### src/rtl/corefifo_reset_sequencer_pkg.sv
// Shared definitions for the FIFO reset sequencer: state encoding and default
// sizing for the source-side reset handshake.
package corefifo_rst_pkg;

  localparam int DEF_SYNC_STAGES    = 2;
  localparam int DEF_HOLD_CYCLES    = 16;
  localparam int DEF_TIMEOUT_CYCLES = 1024;

  localparam int STATE_W = 3;
  typedef logic [STATE_W-1:0] state_t;

  localparam logic [2:0] ST_IDLE        = 3'd0;
  localparam logic [2:0] ST_ASSERT      = 3'd1;
  localparam logic [2:0] ST_WAIT_ACK_HI = 3'd2;
  localparam logic [2:0] ST_RELEASE     = 3'd3;
  localparam logic [2:0] ST_DONE        = 3'd4;

endpackage

### src/rtl/corefifo_reset_sequencer_if.sv
// Signal bundle between the reset sequencer and its control / far-domain
// neighbours; dbg_state mirrors the sequencer FSM for observation.
interface corefifo_reset_sequencer_if;
  import corefifo_rst_pkg::*;

  // Handshake: soft_rst_req is a one-cycle request pulse (no ready; requests
  // while busy are either ignored or collapsed into one pending request).
  // rst_ack_in is a far-domain level answering fifo_rst_n: it goes high after
  // the far side enters reset and low after it leaves; done pulses once per
  // completed sequence.
  logic   soft_rst_req;
  logic   rst_ack_in;
  logic   fifo_rst_n;
  logic   busy;
  logic   done;
  logic   timeout_err;
  state_t dbg_state;

  modport master (
    input  soft_rst_req,
    input  rst_ack_in,
    output fifo_rst_n,
    output busy,
    output done,
    output timeout_err,
    output dbg_state
  );

  modport slave (
    output soft_rst_req,
    output rst_ack_in,
    input  fifo_rst_n,
    input  busy,
    input  done,
    input  timeout_err,
    input  dbg_state
  );

endinterface

### src/rtl/corefifo_rst_ack_sync.sv
// Level synchronizer bringing the far-domain reset acknowledge into clk;
// clears to 0 so a fresh sequence never sees a stale acknowledge.
module corefifo_rst_ack_sync #(
  parameter int SYNC_STAGES = 2
) (
  input  logic clk,
  input  logic reset,
  input  logic d,
  output logic q
);

  logic [SYNC_STAGES-1:0] sync_q;

  always_ff @(posedge clk or negedge reset) begin
    if (!reset) begin
      sync_q <= '0;
    end else begin
      sync_q <= {sync_q[SYNC_STAGES-2:0], d};
    end
  end

  assign q = sync_q[SYNC_STAGES-1];

endmodule

### src/rtl/corefifo_reset_sequencer.sv
// Drives an active-low reset into a far-clock-domain FIFO, holds it for a
// minimum time, then waits (with timeout) for the far side to enter and leave reset.
module corefifo_reset_sequencer
  import corefifo_rst_pkg::*;
#(
  parameter int SYNC_STAGES    = DEF_SYNC_STAGES,
  parameter int HOLD_CYCLES    = DEF_HOLD_CYCLES,
  parameter int TIMEOUT_CYCLES = DEF_TIMEOUT_CYCLES
) (
  input  logic                        clk,
  input  logic                        reset,
  corefifo_reset_sequencer_if.master  seq
);

  localparam int CNT_W = $clog2(TIMEOUT_CYCLES + 1);
  localparam logic [CNT_W-1:0] HOLD_LAST = CNT_W'(HOLD_CYCLES - 1);
  localparam logic [CNT_W-1:0] TO_LAST   = CNT_W'(TIMEOUT_CYCLES - 1);
  localparam logic [CNT_W-1:0] CNT_MAX   = {CNT_W{1'b1}};

  state_t           state, state_nxt;
  logic [CNT_W-1:0] cnt, cnt_nxt, cnt_inc;
  logic             pending, pending_nxt;
  logic             terr, terr_nxt;
  logic             fifo_rst_n_q;
  logic             ack_s;

  corefifo_rst_ack_sync #(
    .SYNC_STAGES (SYNC_STAGES)
  ) u_ack_sync (
    .clk   (clk),
    .reset (reset),
    .d     (seq.rst_ack_in),
    .q     (ack_s)
  );

  // Saturating so a long wait can never wrap back through the compare values.
  assign cnt_inc = (cnt == CNT_MAX) ? cnt : cnt + CNT_W'(1);

  always_comb begin
    state_nxt   = state;
    cnt_nxt     = cnt_inc;
    pending_nxt = pending;
    terr_nxt    = terr;
    case (state)
      ST_IDLE: begin
        cnt_nxt = cnt;
        if (seq.soft_rst_req || pending) begin
          state_nxt   = ST_ASSERT;
          pending_nxt = 1'b0;
          cnt_nxt     = '0;
          terr_nxt    = 1'b0;
        end
      end
      ST_ASSERT: begin
        if (cnt == HOLD_LAST) begin
          state_nxt = ST_WAIT_ACK_HI;
          cnt_nxt   = '0;
        end
      end
      ST_WAIT_ACK_HI: begin
        if (ack_s) begin
          state_nxt = ST_RELEASE;
          cnt_nxt   = '0;
        end else if (cnt == TO_LAST) begin
          state_nxt = ST_RELEASE;
          cnt_nxt   = '0;
          terr_nxt  = 1'b1;
        end
      end
      ST_RELEASE: begin
        // The far side is already coming out of reset, so a new request must
        // wait for a full fresh sequence.
        if (seq.soft_rst_req) pending_nxt = 1'b1;
        if (!ack_s) begin
          state_nxt = ST_DONE;
          cnt_nxt   = '0;
        end else if (cnt == TO_LAST) begin
          state_nxt = ST_DONE;
          cnt_nxt   = '0;
          terr_nxt  = 1'b1;
        end
      end
      ST_DONE: begin
        if (seq.soft_rst_req) pending_nxt = 1'b1;
        state_nxt = ST_IDLE;
        cnt_nxt   = '0;
      end
      default: begin
        state_nxt = ST_ASSERT;
        cnt_nxt   = '0;
      end
    endcase
  end

  always_ff @(posedge clk or negedge reset) begin
    if (!reset) begin
      state        <= ST_ASSERT;
      cnt          <= '0;
      pending      <= 1'b0;
      terr         <= 1'b0;
      fifo_rst_n_q <= 1'b0;
    end else begin
      state        <= state_nxt;
      cnt          <= cnt_nxt;
      pending      <= pending_nxt;
      terr         <= terr_nxt;
      fifo_rst_n_q <= !((state_nxt == ST_ASSERT) || (state_nxt == ST_WAIT_ACK_HI));
    end
  end

  assign seq.fifo_rst_n  = fifo_rst_n_q;
  assign seq.busy        = (state != ST_IDLE);
  assign seq.done        = (state == ST_DONE);
  assign seq.timeout_err = terr;
  assign seq.dbg_state   = state;

endmodule

### src/flat_wrapper.sv
// flat-port wrapper written by rule: the top's interface ports become plain ports
module corefifo_reset_sequencer_flat import corefifo_rst_pkg::*;
#(
  parameter int SYNC_STAGES    = DEF_SYNC_STAGES,
  parameter int HOLD_CYCLES    = DEF_HOLD_CYCLES,
  parameter int TIMEOUT_CYCLES = DEF_TIMEOUT_CYCLES
)
  (clk, reset, seq_soft_rst_req, seq_rst_ack_in, seq_fifo_rst_n, seq_busy, seq_done, seq_timeout_err, seq_dbg_state);
  corefifo_reset_sequencer_if seq_i ();
  input  logic clk;
  input  logic reset;
  input wire logic [$bits(seq_i.soft_rst_req)-1:0] seq_soft_rst_req;
  input wire logic [$bits(seq_i.rst_ack_in)-1:0] seq_rst_ack_in;
  output wire logic [$bits(seq_i.fifo_rst_n)-1:0] seq_fifo_rst_n;
  output wire logic [$bits(seq_i.busy)-1:0] seq_busy;
  output wire logic [$bits(seq_i.done)-1:0] seq_done;
  output wire logic [$bits(seq_i.timeout_err)-1:0] seq_timeout_err;
  output wire logic [$bits(seq_i.dbg_state)-1:0] seq_dbg_state;
  assign seq_i.soft_rst_req = seq_soft_rst_req;
  assign seq_i.rst_ack_in = seq_rst_ack_in;
  assign seq_fifo_rst_n = seq_i.fifo_rst_n;
  assign seq_busy = seq_i.busy;
  assign seq_done = seq_i.done;
  assign seq_timeout_err = seq_i.timeout_err;
  assign seq_dbg_state = seq_i.dbg_state;
  corefifo_reset_sequencer #(.SYNC_STAGES(SYNC_STAGES), .HOLD_CYCLES(HOLD_CYCLES), .TIMEOUT_CYCLES(TIMEOUT_CYCLES)) u_core (.clk(clk), .reset(reset), .seq(seq_i));
endmodule
### config.mk
export PLATFORM = sky130hd
export DESIGN_NAME = corefifo_reset_sequencer_flat
export DESIGN_NICKNAME = d
export VERILOG_FILES = /design/src/rtl/corefifo_reset_sequencer_pkg.sv /design/src/rtl/corefifo_reset_sequencer_if.sv /design/src/rtl/corefifo_rst_ack_sync.sv /design/src/rtl/corefifo_reset_sequencer.sv /design/src/flat_wrapper.sv
export SDC_FILE = /design/constraint.sdc
export NUM_CORES = 1
export LEC_CHECK = 0
export ABC_CLOCK_PERIOD_IN_PS = 4250
export CORE_MARGIN = 2
export CORE_UTILIZATION = 62
export CTS_BUF_LIST = sky130_fd_sc_hd__clkbuf_8
export CTS_CLUSTER_SIZE = 16
export DETAILED_ROUTE_END_ITERATION = 10
export GPL_ROUTABILITY_DRIVEN = 0
export GPL_TIMING_DRIVEN = 1
export PLACE_DENSITY = 0.86
export SLEW_MARGIN = 5
export SYNTH_ARGS = -nofsm -noshare
export SYNTH_HDL_FRONTEND = slang
export SYNTH_SLANG_ARGS = --single-unit
### constraint.sdc
create_clock -name clk -period 4.25 [get_ports clk]
set_input_delay 0.6375 -clock clk [delete_from_list [all_inputs] [get_ports clk]]
set_output_delay 0.6375 -clock clk [all_outputs]
set_load 0.1 [all_outputs]
==> results.sh <==
export IMPL_iteration_0_drc_count_of_the_detailed_router=55
export IMPL_finalHoldViolations=0
export IMPL_route_detailed_drc=0
export IMPL_preCtsSetupSlack_ns=1.58
export IMPL_grt_pass1_wl_mm=4.15
export IMPL_critical_path_max_fanout=15
export IMPL_synthCells=125
export IMPL_grt_start_max_net_pins=20
export IMPL_grt_antenna_before_repair=0
export IMPL_reg_clk_slew_reported_paths_ns=0.07
export IMPL_maxcap_violations=0
export IMPL_fraction_of_the_yosys_area_taken_by_sequential_cells_pct=43.5
export IMPL_placeableCoreArea_mm2=0.00169
export IMPL_die_height_um=46.0
export IMPL_placement_io_buffers=10
export IMPL_yosys_area_top_type="sky130_fd_sc_hd__dfrtp_1"
export IMPL_outcome="finished, final reports clean"
export IMPL_syn_area_per_cell_um2=8.77
export IMPL_post_route_cells_drive_above_1_share_pct=5.97
export IMPL_timing_final_ws_setup_ns=1.27
export IMPL_slew_violations=0
export IMPL_tns_ns=0
export IMPL_wl_mm=2.42
export IMPL_timing_slew_headroom_pct=34.6
export IMPL_clock_tree_htree_level_count=1
export IMPL_criticalPathCategory="reg2out"
export IMPL_tritoncts="built"
export IMPL_yosysUniqueCellTypes=43
export IMPL_timing_critical_path_arrival_ns=2.34
export IMPL_worst_setup_path_end_kind="primary output"
export IMPL_timing_critical_path_required_ns=3.61
export IMPL_hold_path_class="reg2reg"
export IMPL_grt_ovfl_total=0
export IMPL_worst_slew_pin_slew_ns=0.979
export IMPL_powerDensity_mw_per_mm2=535
export IMPL_ys_top_cells_by_area="sky130_fd_sc_hd__dfrtp_1 41%, sky130_fd_sc_hd__nor2_1 5.8%, sky130_fd_sc_hd__a21oi_1 4.1%"
export IMPL_netlist_area_mm2=0.00110
export IMPL_floorplan_die_area_mm2=0.00212
export IMPL_starting_density_of_the_core_pct=64.9
export IMPL_clock_sinks=19
export IMPL_clock_tree_buffer_depth=2
export IMPL_clock_skew_final_ns=0.00477
export IMPL_setup_violations=0
export IMPL_yosysWarningCount=0
export IMPL_startpoint_type="flip-flop"
export IMPL_synth_net_count=130
export IMPL_fp_row_count=15
export IMPL_synth_seq_cells=19
export IMPL_postRouteAntennaNets=0
export IMPL_first_global_vias=932
export IMPL_cts_inserted_buffers=3
export IMPL_via_per_inst=6.75
export IMPL_setup_repair_after_global_routing_missed_its_margin="no"
export IMPL_num_antenna_cells=0
export IMPL_vias=1019
export IMPL_grt_usage_pct=27.7
export IMPL_achievable_frequency_mhz=335
export IMPL_ios=11
export IMPL_hold_buffers=0
export IMPL_fin_nets=140
export IMPL_post_cts_repair_setup_buffers=0
export IMPL_hpwl_mm=1.74
export IMPL_area_growth_syn_to_layout_pct=13.0
export IMPL_clk_latency_ns=0.26
export IMPL_worst_hold_path_num_cells=0
export IMPL_reg2regPathDepth=5
export IMPL_n_fill_cell=124
export IMPL_route_detailed_wl_per_inst_um=16.0
export IMPL_clock_tree_root_cell="sky130_fd_sc_hd__clkbuf_8"
export IMPL_die_w_um=46.0
export IMPL_p_leak_nw=0.499
export IMPL_drt_first_pass_iters=4
export IMPL_vdd_drop_max_mv=0.354
export IMPL_cts_resized=0
export IMPL_layout_min_cycle_time_ns=2.98
export IMPL_finalCritPeriodShare_pct=70.2
export IMPL_synth_top_cell_area_share_pct=41.1
==> stage by stage <==
step	hold WS, ns	cells	util [%]	area (um^2)	total power [W]
floorplan	0.331	125	-	1100	0.000483
global placement	0.340	147	70.6	1190	0.000529
detailed placement	0.346	147	70.6	1190	0.000539
CTS	0.362	151	73.3	1240	0.000662
global route	0.381	151	73.3	1240	0.000708
finish	0.360	151	73.3	1240	0.000663
==> worst paths after layout <==
path | startpoint | endpoint | slack, ns
worst min-delay path | u_core.u_ack_sync.sync_q[0] | u_core.u_ack_sync.sync_q[1] | 0.36
worst min register to register | u_core.u_ack_sync.sync_q[0] | u_core.u_ack_sync.sync_q[1] | 0.36
min in group asynchronous | reset | u_core.seq.fifo_rst_n | 0.85
worst max register to register | u_core.cnt[4] | u_core.cnt[1] | 1.91
worst max-delay path | u_core.seq.dbg_state[0] | seq_busy | 1.27
max in group asynchronous | reset | u_core.cnt[5] | 2.89
==> synthesized netlist by cell type <==
cell type,n
sky130_fd_sc_hd__or4_4,1
sky130_fd_sc_hd__and4_1,1
sky130_fd_sc_hd__a211oi_1,1
sky130_fd_sc_hd__o31ai_4,1
sky130_fd_sc_hd__nor3_1,6
sky130_fd_sc_hd__nor2_1,17
sky130_fd_sc_hd__o21ai_0,9
sky130_fd_sc_hd__dfstp_2,1
sky130_fd_sc_hd__o21a_1,3
sky130_fd_sc_hd__and4b_1,1
sky130_fd_sc_hd__a21oi_1,9
sky130_fd_sc_hd__buf_4,1
sky130_fd_sc_hd__nor2b_1,1
sky130_fd_sc_hd__xor2_1,1
sky130_fd_sc_hd__ha_1,1
sky130_fd_sc_hd__clkbuf_1,2
sky130_fd_sc_hd__o31ai_1,1
sky130_fd_sc_hd__mux2i_1,1
sky130_fd_sc_hd__nand2_1,10
sky130_fd_sc_hd__a31oi_1,2
sky130_fd_sc_hd__a221o_1,1
sky130_fd_sc_hd__nand3b_1,2
sky130_fd_sc_hd__o311ai_0,1
sky130_fd_sc_hd__nand3_1,5
sky130_fd_sc_hd__a21o_1,1
sky130_fd_sc_hd__nand4b_1,1
sky130_fd_sc_hd__nor3b_1,1
sky130_fd_sc_hd__a2bb2oi_1,1
sky130_fd_sc_hd__nand2b_1,2
sky130_fd_sc_hd__nor3_2,1
sky130_fd_sc_hd__o21ai_1,1
sky130_fd_sc_hd__buf_2,1
sky130_fd_sc_hd__and3_1,1
sky130_fd_sc_hd__a32o_1,1
sky130_fd_sc_hd__clkbuf_2,1
sky130_fd_sc_hd__or4b_1,1
sky130_fd_sc_hd__and2_1,1
sky130_fd_sc_hd__nor4_1,3
sky130_fd_sc_hd__dfrtp_1,18
sky130_fd_sc_hd__inv_1,3
sky130_fd_sc_hd__nand4_1,4
sky130_fd_sc_hd__a32oi_1,1
sky130_fd_sc_hd__or3_1,3
==> layout make-up <==
| class | count | area, um^2 | share of cell area (%) |
|---|---|---|---|
| Clock buffer | 3 | 41.3 | 3.33 |
| Clock inverter | 1 | 5.00 | 0.404 |
| Inverter | 3 | 11.3 | 0.909 |
| Multi-Input combinational cell | 98 | 583 | 47.1 |
| Sequential cell | 19 | 477 | 38.5 |
| Tap cell | 17 | 21.3 | 1.72 |
| Timing Repair Buffer | 10 | 100 | 8.08 |
==> metal layers <==
metal / vias to the layer above / global-route usage (%) / part of all wire, %
met2: 57 / 40.0 / 46
met3: 4 / 4.76 / 7.6
met4: 0 / 14.9 / 1.3
met1: 473 / 39.1 / 45
met5: - / 0 / 0
li1: 485 / - / -
==> layout by cell type, fill, tap and decap left out, types with 2 or more instances in the layout <==
master and instances:
sky130_fd_sc_hd__or3_1 3, sky130_fd_sc_hd__o21a_1 3, sky130_fd_sc_hd__inv_1 3, sky130_fd_sc_hd__nor3_1 6
sky130_fd_sc_hd__clkdlybuf4s50_1 10, sky130_fd_sc_hd__nand3_1 5, sky130_fd_sc_hd__nor2_1 17, sky130_fd_sc_hd__nand2_1 10
sky130_fd_sc_hd__nor4_1 3, sky130_fd_sc_hd__dfrtp_1 18, sky130_fd_sc_hd__o21ai_0 9, sky130_fd_sc_hd__nand2b_1 2
sky130_fd_sc_hd__clkbuf_8 3, sky130_fd_sc_hd__nand4_1 4, sky130_fd_sc_hd__a21oi_1 9, sky130_fd_sc_hd__nand3b_1 2
sky130_fd_sc_hd__a31oi_1 2
==> flip-flops by register name, indices dropped and copies added (netlist names) <==
signal,flops
u_core.u_ack_sync.sync_q,2
u_core.seq.fifo_rst_n,1
u_core.seq.timeout_err,1
u_core.seq.dbg_state,3
u_core.cnt,11
u_core.pending,1
==> cell families after synthesis <==
kind of cell / count (synthesis) / synth area share (%)
DFF: 19 / 43.5
xor gates and xnor gates: 1 / 0.799
adders and majority gates: 1 / 1.14
buffers and inverters: 8 / 3.31
muxes: 1 / 0.913
and+or+nand+nor: 62 / 30.3
AOI/OAI and AO/OA: 33 / 20.1
==> critical path, stage by stage (launching register included) <==
cell	delay (ns)
sky130_fd_sc_hd__dfstp_2	0.67
sky130_fd_sc_hd__nor3_1	0.13
sky130_fd_sc_hd__inv_1	0.13
sky130_fd_sc_hd__clkdlybuf4s50_1	1.15
==> report_power, final <==
group | total, W | internal, W | switching (W)
Clock | 0.000122 | 0.0000652 | 0.0000572
Sequential | 0.000267 | 0.000217 | 0.0000493
Combinational | 0.000274 | 0.0000897 | 0.000184
Note: power is estimated with default switching activity, not from simulation.
